**src/rtl/mem_bus_if_pkg.sv**
```systemverilog
// mem_bus_if_pkg: shared FSM encodings and helpers for the MEM-stage bus interface
package mem_bus_if_pkg;
  typedef logic [1:0] mb_state_t;
  localparam logic [1:0] MB_IDLE  = 2'd0;
  localparam logic [1:0] MB_BUSY  = 2'd1;
  localparam logic [1:0] MB_DONE  = 2'd2;
  localparam logic [1:0] MB_DRAIN = 2'd3;
  function automatic logic on_bus(input mb_state_t s);
    return (s == MB_BUSY) || (s == MB_DRAIN);
  endfunction
endpackage

```
**src/rtl/mem_bus_if_if.sv**
```systemverilog
// mem_bus_if_if: req/ack wait-state data bus bundle
interface mem_bus_if_if #(
  parameter int DATA_W = 32,
  parameter int ADDR_W = 32
);
  logic                  req;
  logic                  we;
  logic [ADDR_W-1:0]     addr;
  logic [DATA_W/8-1:0]   sel;
  logic [DATA_W-1:0]     wdata;
  logic [DATA_W-1:0]     rdata;
  logic                  ack;
  logic                  err;
  modport master (output req, we, addr, sel, wdata, input rdata, ack, err);
  modport slave  (input req, we, addr, sel, wdata, output rdata, ack, err);
endinterface

```
**src/rtl/mem_bus_if_timeout_ctr.sv**
```systemverilog
// mb_timeout_ctr: clear/enable cycle counter flagging the last allowed bus cycle
module mb_timeout_ctr #(
  parameter int TO_W    = 8,
  parameter int TIMEOUT = 255
) (
  input  logic clk,
  input  logic rst,
  input  logic clr_i,
  input  logic en_i,
  output logic tc_o
);
  logic [TO_W-1:0] cnt_q, cnt_d;
  // clear wins over count so a fresh access always starts at zero
  always_comb cnt_d = clr_i ? '0 : en_i ? cnt_q + TO_W'(1) : cnt_q;
  // counter register
  always_ff @(posedge clk) begin
    if (rst) cnt_q <= '0;
    else     cnt_q <= cnt_d;
  end
  assign tc_o = cnt_q == TO_W'(TIMEOUT - 1);
endmodule

```
**src/rtl/mem_bus_if.sv**
```systemverilog
// mem_bus_if: registers MEM-stage loads/stores onto a req/ack bus and stalls the pipe until done
module mem_bus_if
  import mem_bus_if_pkg::*;
#(
  parameter int DATA_W  = 32,
  parameter int ADDR_W  = 32,
  parameter int TIMEOUT = 255,
  parameter int TO_W    = 8
) (
  input  logic                clk,
  input  logic                rst,
  input  logic                mem_ce_i,
  input  logic                mem_we_i,
  input  logic [ADDR_W-1:0]   mem_addr_i,
  input  logic [DATA_W/8-1:0] mem_sel_i,
  input  logic [DATA_W-1:0]   mem_data_i,
  input  logic                flush_i,
  output logic [DATA_W-1:0]   mem_data_o,
  output logic                mem_done_o,
  output logic                err_o,
  output logic                stallreq_o,
  mem_bus_if_if.master        bus
);
  mb_state_t             state_q, state_d;
  logic                  we_q, we_d;
  logic [ADDR_W-1:0]     addr_q, addr_d;
  logic [DATA_W/8-1:0]   sel_q, sel_d;
  logic [DATA_W-1:0]     wdata_q, wdata_d;
  logic [DATA_W-1:0]     rdata_q, rdata_d;
  logic                  err_q, err_d;
  logic                  tc, active, take, fin, fail, done_now;
  mb_timeout_ctr #(.TO_W(TO_W), .TIMEOUT(TIMEOUT)) u_ctr (
    .clk   (clk),
    .rst   (rst),
    .clr_i (state_q == MB_IDLE),
    .en_i  (active),
    .tc_o  (tc)
  );
  assign active   = on_bus(state_q);
  assign take     = (state_q == MB_IDLE) & mem_ce_i & ~flush_i;
  assign fin      = active & (bus.ack | bus.err | tc);
  assign fail     = bus.err | (tc & ~bus.ack);
  assign done_now = (state_q == MB_BUSY) & fin;
  // next state and request/response register updates; ack/err only matter while on the bus
  always_comb begin
    state_d = take                                     ? MB_BUSY  :
              done_now                                 ? MB_DONE  :
              (state_q == MB_BUSY) & flush_i           ? MB_DRAIN :
              (state_q == MB_DONE) | ((state_q == MB_DRAIN) & fin) ? MB_IDLE : state_q;
    we_d    = take ? mem_we_i   : we_q;
    addr_d  = take ? mem_addr_i : addr_q;
    sel_d   = take ? mem_sel_i  : sel_q;
    wdata_d = take ? mem_data_i : wdata_q;
    rdata_d = done_now ? ((fail | we_q) ? '0 : bus.rdata) : rdata_q;
    err_d   = done_now ? fail : err_q;
  end
  // state and latched request/response
  always_ff @(posedge clk) begin
    if (rst) begin
      state_q <= MB_IDLE;
      we_q    <= 1'b0;
      addr_q  <= '0;
      sel_q   <= '0;
      wdata_q <= '0;
      rdata_q <= '0;
      err_q   <= 1'b0;
    end else begin
      state_q <= state_d;
      we_q    <= we_d;
      addr_q  <= addr_d;
      sel_q   <= sel_d;
      wdata_q <= wdata_d;
      rdata_q <= rdata_d;
      err_q   <= err_d;
    end
  end
  assign bus.req    = active;
  assign bus.we     = we_q;
  assign bus.addr   = addr_q;
  assign bus.sel    = sel_q;
  assign bus.wdata  = wdata_q;
  assign mem_data_o = rdata_q;
  assign mem_done_o = state_q == MB_DONE;
  assign err_o      = mem_done_o & err_q;
  assign stallreq_o = take | (state_q == MB_BUSY) | ((state_q == MB_DRAIN) & mem_ce_i);
endmodule

```
**src/flat_wrapper.sv**
```systemverilog
// flat-port wrapper written by rule: the top's interface ports become plain ports
module mem_bus_if_flat import mem_bus_if_pkg::*;
#(
  parameter int DATA_W  = 32,
  parameter int ADDR_W  = 32,
  parameter int TIMEOUT = 255,
  parameter int TO_W    = 8
)
  (clk, rst, mem_ce_i, mem_we_i, mem_addr_i, mem_sel_i, mem_data_i, flush_i, mem_data_o, mem_done_o, err_o, stallreq_o, bus_req, bus_we, bus_addr, bus_sel, bus_wdata, bus_rdata, bus_ack, bus_err);
  mem_bus_if_if #(.DATA_W(DATA_W), .ADDR_W(ADDR_W)) bus_i ();
  input  logic clk;
  input  logic rst;
  input  logic mem_ce_i;
  input  logic mem_we_i;
  input  logic [ADDR_W-1:0] mem_addr_i;
  input  logic [DATA_W/8-1:0] mem_sel_i;
  input  logic [DATA_W-1:0] mem_data_i;
  input  logic flush_i;
  output logic [DATA_W-1:0] mem_data_o;
  output logic mem_done_o;
  output logic err_o;
  output logic stallreq_o;
  output wire logic [$bits(bus_i.req)-1:0] bus_req;
  output wire logic [$bits(bus_i.we)-1:0] bus_we;
  output wire logic [$bits(bus_i.addr)-1:0] bus_addr;
  output wire logic [$bits(bus_i.sel)-1:0] bus_sel;
  output wire logic [$bits(bus_i.wdata)-1:0] bus_wdata;
  input wire logic [$bits(bus_i.rdata)-1:0] bus_rdata;
  input wire logic [$bits(bus_i.ack)-1:0] bus_ack;
  input wire logic [$bits(bus_i.err)-1:0] bus_err;
  assign bus_req = bus_i.req;
  assign bus_we = bus_i.we;
  assign bus_addr = bus_i.addr;
  assign bus_sel = bus_i.sel;
  assign bus_wdata = bus_i.wdata;
  assign bus_i.rdata = bus_rdata;
  assign bus_i.ack = bus_ack;
  assign bus_i.err = bus_err;
  mem_bus_if #(.DATA_W(DATA_W), .ADDR_W(ADDR_W), .TIMEOUT(TIMEOUT), .TO_W(TO_W)) u_core (.clk(clk), .rst(rst), .mem_ce_i(mem_ce_i), .mem_we_i(mem_we_i), .mem_addr_i(mem_addr_i), .mem_sel_i(mem_sel_i), .mem_data_i(mem_data_i), .flush_i(flush_i), .mem_data_o(mem_data_o), .mem_done_o(mem_done_o), .err_o(err_o), .stallreq_o(stallreq_o), .bus(bus_i));
endmodule
```
**config.mk**
```make
export PLATFORM = sky130hd
export DESIGN_NAME = mem_bus_if_flat
export DESIGN_NICKNAME = d
export VERILOG_FILES = /design/src/rtl/mem_bus_if_pkg.sv /design/src/rtl/mem_bus_if_if.sv /design/src/rtl/mem_bus_if_timeout_ctr.sv /design/src/rtl/mem_bus_if.sv /design/src/flat_wrapper.sv
export SDC_FILE = /design/constraint.sdc
export NUM_CORES = 1
export LEC_CHECK = 0
export ABC_CLOCK_PERIOD_IN_PS = 2160
export BUFFER_PORTS_ARGS = -buffer_cell sky130_fd_sc_hd__buf_4
export CAP_MARGIN = 20
export CELL_PAD_IN_SITES_DETAIL_PLACEMENT = 1
export CELL_PAD_IN_SITES_GLOBAL_PLACEMENT = 2
export CORE_MARGIN = 8
export CORE_UTILIZATION = 26
export CTS_BUF_LIST = sky130_fd_sc_hd__clkbuf_8
export CTS_CLUSTER_DIAMETER = 40
export DETAILED_ROUTE_END_ITERATION = 7
export PLACE_DENSITY = 0.79
export SYNTH_ARGS = -nofsm -noshare
export SYNTH_HDL_FRONTEND = slang
export SYNTH_SLANG_ARGS = --single-unit
```
**constraint.sdc**
```tcl
create_clock -name clk -period 2.16 [get_ports clk]
set_clock_uncertainty 0.1 [all_clocks]
set_input_delay 0.324 -clock clk [delete_from_list [all_inputs] [get_ports clk]]
set_output_delay 0.324 -clock clk [all_outputs]
set_load 0.05 [all_outputs]
```
-- Word-level counts from Yosys, hierarchy flattened
Index checks and enable logic that the tools add are counted.
- $add $sub $neg: 1
- equality and inequality tests: 4
- muxes and demuxes: 5
- bitwise gates (word level): 18
- reductions and logical operators: 6
- operator list (operator ; number):
    2-to-1 mux 32 bit ; 1
    AND 1 bit ; 9
    adder 8 x 1 -> 8 bit, second input constant ; 1
    == test 8 bit, second input constant ; 1
    bitwise OR 1 bit ; 7
    2-to-1 mux 2 bit ; 3
    == test 2 bit, second input constant ; 2
    nonzero test 4 bit ; 1
    OR reduction 2 bit ; 2
    nonzero test 3 bit ; 1
    == test 2 x 1 -> 1 bit, second input constant ; 1
    logical NOT 2 bit ; 1
    inverter 1 bit ; 2
    logical OR 1 bit ; 1
    2-to-1 mux 1 bit ; 1
- register bits: 112
- input port bits: 107
- output and inout bits: 105
- logic and storage cells: 43

-- Longest topological paths before layout
Gate-level depths: netlist (run 1).
- depth in word-level cells: 9
- depth in mapped cells: 6
- depth with buffers taken out: 5

-- By module
A second synthesis (run 1) with hierarchy kept.
- cells, all modules: 439
- area, all modules: 3922.5 sq um
- modules (own cells, without submodules) (module ; instances ; cells each ; area an instance (sq um) ; seq. area each (sq um)):
    mem_bus_if ; 1 ; 397 ; 3554.7 ; 2082.0
    mb_timeout_ctr ; 1 ; 42 ; 367.9 ; 160.2

-- Worst setup path after synthesis (run 1)
OpenSTA, ideal clock, no wires.
- kind: register -> output
- start point: register u_core.state_q[1]
- end point: output port err_o
- arrival time: 1.723 ns
- data required time: 1.736 ns
- slack: 0.013 ns
- stages on the path, launching flop included: 4
- path buffers: 1
- path through: dfxtp_1 > buf_4 > nor2b_1 > and2_1
- cells in the longest elaborated chain, start to end: 2
- RTL lines (what ; line ; text):
    from (decl) ; mem_bus_if.sv:24 ; mb_state_t state_q, state_d;
    from (signal assigned) ; mem_bus_if.sv:68 ; state_q <= state_d;
    == test 2 bit ; mem_bus_if.sv:83 ; assign mem_done_o = state_q == MB_DONE;
    net mem_done_o ; flat_wrapper.sv:20 ; output logic mem_done_o;
    AND 1 bit ; mem_bus_if.sv:84 ; assign err_o = mem_done_o & err_q;
    to (decl) ; flat_wrapper.sv:21 ; output logic err_o;
The timed path passes the listed nets, and every way through them passes these cells.

-- Final worst setup path (run 1)
- start point: register u_core.state_q[0]
- end point: output port err_o
- cells in the longest elaborated chain, start to end: 2
- RTL lines (what ; line):
    == test 2 bit ; mem_bus_if.sv:83
    AND 1 bit ; mem_bus_if.sv:84
No other way between the ends.

==> results by stage, run 1 <==
Status:
- The flow ran to the end, and the final reports show no timing, DRC or antenna violations.

Place:
- Once detailed placement completed, the half-perimeter wirelength came to 12.5 mm.
- The count of buffers inserted at the top-level ports is 211.
- The routability congestion estimate is 0.757.
- Timing analysis after detailed placement gives a worst setup slack of 0.303 ns.

STA:
- The final count of pins violating max slew is 0.
- The final period demand of the worst path is 1.99 ns.
- The smallest hold slack is 0.0773 ns.
- The final setup TNS is 0 ns.
- The number of hold-slack violations in the final timing report is 0.
- The post-route clock period utilization is 0.921.
- The worst-case setup margin in the final layout is 0.171 ns.
- Setup repair after global routing left no endpoint under its margin.
- The worst pin sits at a relative slew slack of 0.489.
- Static timing analysis puts the maximum clock frequency at 503 MHz.
- For the pin with the worst max-slew slack, the measured transition is 0.767 ns.
- The final-report setup violation count is 0.

Drt:
- After detailed routing, the number of remaining DRC violations is 0.
- Dividing the detail-routed via count by the number of cells gives 4.80.
- The detailed router placed 4625 vias in this run.
- The detailed router finished its first iteration with 152 violations.
- The final layout contains routed wiring with a total length of 17.1 mm.
- The first detailed-routing pass took 4 iterations.
- The routed wire length per instance is 17.8 um.
- The detail route stage leaves a number of antenna-violating nets equal to 0.

Clock tree:
- The count of instances resized after the clock tree is built is 0.
- In this run the number of H-tree levels came out at 3.
- The maximum number of buffers from clock root to sink is 2.
- The root buffer cell chosen for the clock tree is clkbuf_8.
- The number of clock buffers added by TritonCTS is 9.
- After clock tree synthesis, the clock-pin slew on the worst setup and hold paths is 0.11 ns.
- In this run the post-CTS setup repair buffer count came out at 0.
- The number of sinks handled by clock tree synthesis is 112.
- TritonCTS built the clock tree.
- The number of hold buffers added after CTS was 0.
- The clock reaches the later pin of the worst-skew pair after 0.38 ns.

Cells and area:
- The fraction of the core area covered by cells at the end of the flow is 0.378.
- The net count of the finished layout is 843.
- The top cell types in the final layout, fill and taps aside, are 223 x buf_4, 172 x nand2_1, 110 x dfxtp_1, 73 x a21oi_1.
- The commonest non-fill, non-tap cell in the layout is buf_4.
- The antenna cell count is 0.
- The fraction of final layout cells sized beyond drive strength 1 is 0.336.
- The area growth from synthesis to layout is 42.2%.

Worst setup path:
- The maximum fanout count along the critical path is 11.
- The most numerous cell type found on the critical path is buf_4.
- The largest stage delay on the critical path is 0.39 ns.
- The nature of the critical path startpoint is a flop.
- The category of the worst setup path capture point is an output port.
- The first element of the critical path is u_core.state_q[0].
- The gate family responsible for the most delay along the worst path is buffers and inverters.
- Traced cell by cell, the critical path runs through buf_4 -> nor2b_1 -> and2_1 -> buf_4.
- The minimum setup slack among reg-to-reg paths is 0.33 ns.
- The arrival time reported for the critical path endpoint is 1.57 ns.
- The worst endpoint required time is 1.74 ns.
- The critical setup path kind is reg2out.
- The startpoint of the lowest-slack register-to-register path is u_core.state_q[0].
- The largest individual stage delay along the critical path comes from the cell dfxtp_2.
- The buffering stage count on the worst path with inverters included is 2.

Die:
- The area of the die is 0.0221 mm^2.
- The area of the core is 0.0172 mm^2.
- The die is 149 um tall.
- Measured along the x axis, the die boundary spans 149 um.
- 212 I/O pins were placed.
- After floorplanning, the core was divided into 48 placement rows.
- The initial utilization of the core area, before any placement, comes to 0.266.

Yosys:
- A synthesized cell averages 8.32 um^2.
- The number of warning messages in the yosys log is 0.
- The summed instance area of the synthesized netlist is 0.00458 mm^2.
- For this run, the register share of the synthesized area comes to 0.490.
- Synthesis instantiated 32 different standard cells from the library.
- The count of flip-flops with a built-in enable after synthesis is 0.
- For this run, the leading register cell type out of synthesis is dfxtp_1.
- The number of nets handed over by synthesis was 659.
- The post-synthesis sequential element count is 112.
- Of all flip-flops after synthesis, the portion carrying an async set or reset was 0.
- The number of instances in the synthesized netlist is 550.

Hold path:
- In this run the most critical hold path is launched from mem_data_i[25].
- The class of the tightest hold or removal check is in2reg.

Global route:
- The via count of the first global-routing pass came to 4914.
- The wire length of the first global-routing pass is 26.9 mm.
- After global routing the overflow that remains totals 0.
- The number of antenna violations at the first check in global routing is 0.
- The overall fraction of global-route tracks in use is 0.151.
- The maximum number of pins on one net before global-route repair is 71.

Job:
- The max capacitance violation total is 0.

Pwr:
- In this run the static leakage power is 2.82 nW.
- For this design the ratio of total power to cell area is 668 mW/mm^2.
- The combinational share of power is 0.185.
- Across the VDD grid, the largest voltage drop is 0.286 mV.
- The internal power of the cells totals 0.00302 W.
- The share of total power dissipated in the clock network is 0.312.
- The net switching power of the design is 0.00133 W.
- Of the total power, the share spent switching nets is 0.306.
- The share of total power dissipated in sequential elements is 0.503.
==> flip-flops by register name, indices dropped and copies added (netlist names) <==
name                count
u_core.bus.addr        32
u_core.err_q            1
u_core.bus.sel          4
u_core.bus.we           1
u_core.state_q          2
u_core.u_ctr.cnt_q      8
u_core.bus.wdata       32
u_core.mem_data_o      32
==> cell type report <==
type	instances	area, um^2
Clock inverter	6	75.1
Timing Repair Buffer	224	1690
Multi-Input combinational cell	385	2070
Sequential cell	112	2240
Clock buffer	10	138
Fill cell	2053	10700
Inverter	2	7.51
Tap cell	225	282
==> power groups by stage <==
stage / Combinational [W] / Clock, W / Sequential (W)
CTS: 0.000814 / 0.00144 / 0.00219
floorplan: 0.000234 / 0 / 0.00247
detailed placement: 0.000813 / 0 / 0.00223
global placement: 0.000803 / 0 / 0.00223
global route: 0.000859 / 0.00150 / 0.00220
finish: 0.000805 / 0.00136 / 0.00219
==> per-stage QoR <==
stage                     cells  total power [W]  area [um^2]
after global placement      948          0.00303         6290
after floorplan             550          0.00270         4580
after CTS                   964          0.00444         6510
after global routing        964          0.00455         6510
after detailed placement    948          0.00305         6290
final                       964          0.00435         6510
==> final timing paths <==
path / endpoint / depth (start not counted)
worst max-delay path: err_o / 4
worst min register to register: u_core.bus.addr[28] / 2
worst max register to register: u_core.bus.addr[12] / 3
worst min-delay path: u_core.bus.wdata[25] / 3
==> cells by family (layout without fill, tap and decap cells) <==
family / count (synthesis) / count (layout) / share of synthesized area
xor gates and xnor gates: 4 / 4 / 0.00765
DFF: 112 / 112 / 0.490
AOI/OAI and AO/OA: 147 / 147 / 0.209
buffers and inverters: 53 / 242 / 0.0629
muxes: 1 / 1 / 0.00246
and+or+nand+nor: 231 / 231 / 0.223
adders and majority gates: 2 / 2 / 0.00547
==> cells in the mapped netlist, types with 2 or more instances <==
master	number	area (um^2)
nand2b_1	2	12.5
or3_1	2	12.5
dfxtp_1	112	2240
nand2_1	172	646
nand3_1	3	15.0
buf_2	8	40.0
ha_1	2	25.0
a32oi_1	32	280
buf_6	9	101
o211ai_1	33	248
o21ai_0	3	15.0
xor2_1	3	26.3
buf_4	3	22.5
nor3b_1	2	15.0
nor2b_1	33	206
a211oi_1	2	15.0
clkbuf_1	31	116
nor2_1	9	33.8
inv_1	2	7.51
a21oi_1	73	365
nand4_1	3	18.8
==> tightest hold or removal path, stage by stage <==
cell and delay (ns):
buf_4 0.11, nand2_1 0.04, a21oi_1 0.05
==> layer usage <==
layer  routed length, um  global-route usage
met2                7510               0.233
met1                7680               0.188
met3                1760              0.0602
met5                   0                   0
met4                 184              0.0449
Note: power is estimated with default switching activity, not from simulation.
==> inputs of run 2 (changes only) <==
REMOVE_ABC_BUFFERS = 1   (was default)
==> run 2 against run 1 <==
Sequential share of layout area shrank 0.13 points. Largest cell class unchanged. Die area did not move. Sequential power about the same. Largest power group unchanged. Highest routed layer unchanged. Utilization increased by 0.10 points. Maximum frequency grew 2.6%. Combinational power is 1% higher. First-iteration DRC count up 39%. Worst hold slack hardly changed. Sequential cell count is the same. Clock power fell by 7%.
==> results by stage, run 2 (synthesis results as in run 1) <==
STA:
- The final count of pins violating max slew is 0.
- The final-report setup violation count is 0.
- The final period demand of the worst path is 1.94 ns.
- Setup total negative slack on the finished layout was measured at 0 ns.
- For the pin with the worst max-slew slack, the measured transition is 0.630 ns.
- Derived from the worst setup path, the maximum achievable clock frequency is 516 MHz.
- The smallest hold slack is 0.0770 ns.
- Measured against its own limit, the worst slew margin works out to 0.579.
- The post-route clock period utilization is 0.898.
- Setup repair after global routing left no endpoint under its margin.
- The worst-case setup margin in the final layout is 0.221 ns.
- The number of hold-slack violations in the final timing report is 0.

Worst setup path:
- The cell with the largest stage delay on the worst path is dfxtp_1.
- In this design, the stage delay of the slowest critical-path cell is 0.58 ns.
- The worst endpoint required time is 1.74 ns.
- The critical setup path kind is reg2out.
- The critical path goes through nor2_1 -> a22o_1 -> buf_4.
- Along the worst path, the maximum fanout reaches 9.
- Together, buffers and inverters on the worst path number 1.
- The kind of cell with the highest combined delay along the critical path is flip-flops.
- The worst setup path is captured at an output port.
- STA classifies the critical path startpoint as a flop.
- For the worst setup path, the data arrival time is 1.52 ns.

Die:
- The placement row count is 48.
- The area of the die is 0.0221 mm^2.
- During I/O placement, the number of pins put on the boundary was 212.
- The die is 149 um wide.
- The starting utilization of the core area is 0.266.
- The core region is 0.0172 mm^2.
- The die boundary height is 149 um.

Cells and area:
- Relative to the synthesized area, the layout overhead comes to 42.6%.
- Leaving out fill and tap cells, the most frequent cells in the layout are 220 x buf_4, 172 x nand2_1, 112 x dfxtp_1, 73 x a21oi_1.
- The antenna cell count is 0.
- The post-route non-filler standard cell count is 964.
- The finished cells cover 0.00653 mm^2.
- The commonest non-fill, non-tap cell in the layout is buf_4.
- The filler cells instantiated in the layout total 2069.
- The net count of the finished layout is 843.
- Of the cells placed in the final design, the portion with a size suffix greater than 1 is 0.333.

Clock tree:
- The post-CTS setup buffer count is 0.
- The clock slew at the register clock pins of the worst setup and hold paths is 0.12 ns.
- The total CTS buffers is 9.
- The count of instances resized after the clock tree is built is 0.
- The hold-fix buffer count after cts is 0.
- The maximum number of buffers from clock root to sink is 2.
- The tree built by TritonCTS fans out to 112 sinks.
- The maximum level of the CTS H-tree is 3.
- The source-to-sink clock delay at the later pin of the worst-skew pair is 0.38 ns.
- TritonCTS built the clock tree.
- The clock tree root buffer cell is clkbuf_8.

Place:
- Port buffering added 211 buffers.
- The final HPWL from detailed placement is 12.8 mm.
- The placed cell count is 948.
- After detailed placement, the total cell area comes to 0.00633 mm^2.
- Prior to clock tree synthesis, the placed netlist has a worst setup slack of 0.445 ns.
- The routability congestion estimate is 0.755.

Global route:
- The first global-routing pass estimated 26.7 mm of wire.
- The via count of the first global-routing pass was 4849.
- The number of antenna violations at the first check in global routing is 0.
- The overall fraction of global-route tracks in use is 0.150.
- The total overflow reported by the global router is 0.
- Entering global routing, the biggest net connects 71 pins.

Drt:
- Using the TritonRoute via totals, the vias-per-cell ratio works out to 4.78.
- The routed layout has 4608 vias.
- The initial DRC count is 211.
- The count of unresolved DRC violations after routing is 0.
- After detailed routing, the average wire length per cell comes to 17.8 um.
- The final routed wirelength across all metal layers is 17.2 mm.
- The detailed-router iteration count before antenna repair is 4.
- The post-detailed-route count of antenna-violating nets is 0.

Hold path:
- The class of the tightest hold or removal check is in2reg.

Pwr:
- The static leakage power is 2.83 nW.
- The clock power share is 0.298.
- IR analysis of the VDD net gives a maximum drop of 0.407 mV.
- The ratio of total power to cell area is 655 mW/mm^2.
- The fraction of power spent switching nets is 0.317.
- The total internal power is 0.00292 W.
- The power share of the sequential group is 0.512.
- The share of total power dissipated in combinational logic is 0.190.
- For this design the total switching power over the nets is 0.00135 W.

Job:
- The max capacitance violation total is 0.

Status:
- The run finished with clean final reports.
## run 2: worst reg2reg max path, delay by kind of cell (launching register included)
family          cells  cell delay, ns
simple gates        2            0.35
buf+inv             2            0.48
compound gates      1            0.16
flops               1            0.61
## run 2: power by group through the flow
stage                     logic, W  registers, W  clock network, W
after floorplan           0.000164       0.00248                 0
after global placement    0.000811       0.00223                 0
final                     0.000813       0.00219           0.00127
after detailed placement  0.000823       0.00223                 0
after CTS                 0.000823       0.00219           0.00133
after global routing      0.000867       0.00220           0.00142
## run 2: cell type report
class	instances	area, um^2	share of cell area
Sequential cell	112	2240	0.344
Tap cell	225	282	0.0431
Inverter	2	7.51	0.00115
Timing Repair Buffer	224	1730	0.265
Clock inverter	6	57.6	0.00882
Clock buffer	10	138	0.0211
Multi-Input combinational cell	385	2070	0.317
## run 2: path summary, 6_finish.rpt
| kind | slack, ns | endpoint | cells past startpoint | from |
|---|---|---|---|---|
| setup / recovery | 0.22 | stallreq_o | 3 | u_core.state_q[1] |
| setup reg to reg | 0.43 | u_core.mem_data_o[2] | 5 | u_core.state_q[0] |
| hold reg to reg | 0.36 | u_core.bus.wdata[14] | 2 | u_core.bus.wdata[14] |
| hold / removal | 0.08 | u_core.bus.wdata[31] | 3 | mem_data_i[31] |
## run 2: metal layers
layer / wire length (um) / part of all wire / global-route usage
met5: 0 / 0 / 0
met4: 153 / 0.0089 / 0.0382
met3: 1630 / 0.095 / 0.0507
met2: 7200 / 0.42 / 0.230
met1: 8210 / 0.48 / 0.196
## run 2: stage by stage
step	total power, W	utilization
2_1_floorplan	0.00264	-
3_3_place_gp	0.00304	0.367
3_5_place_dp	0.00306	0.367
4_1_cts	0.00434	0.379
5_1_grt	0.00448	0.379
6_report	0.00427	0.379
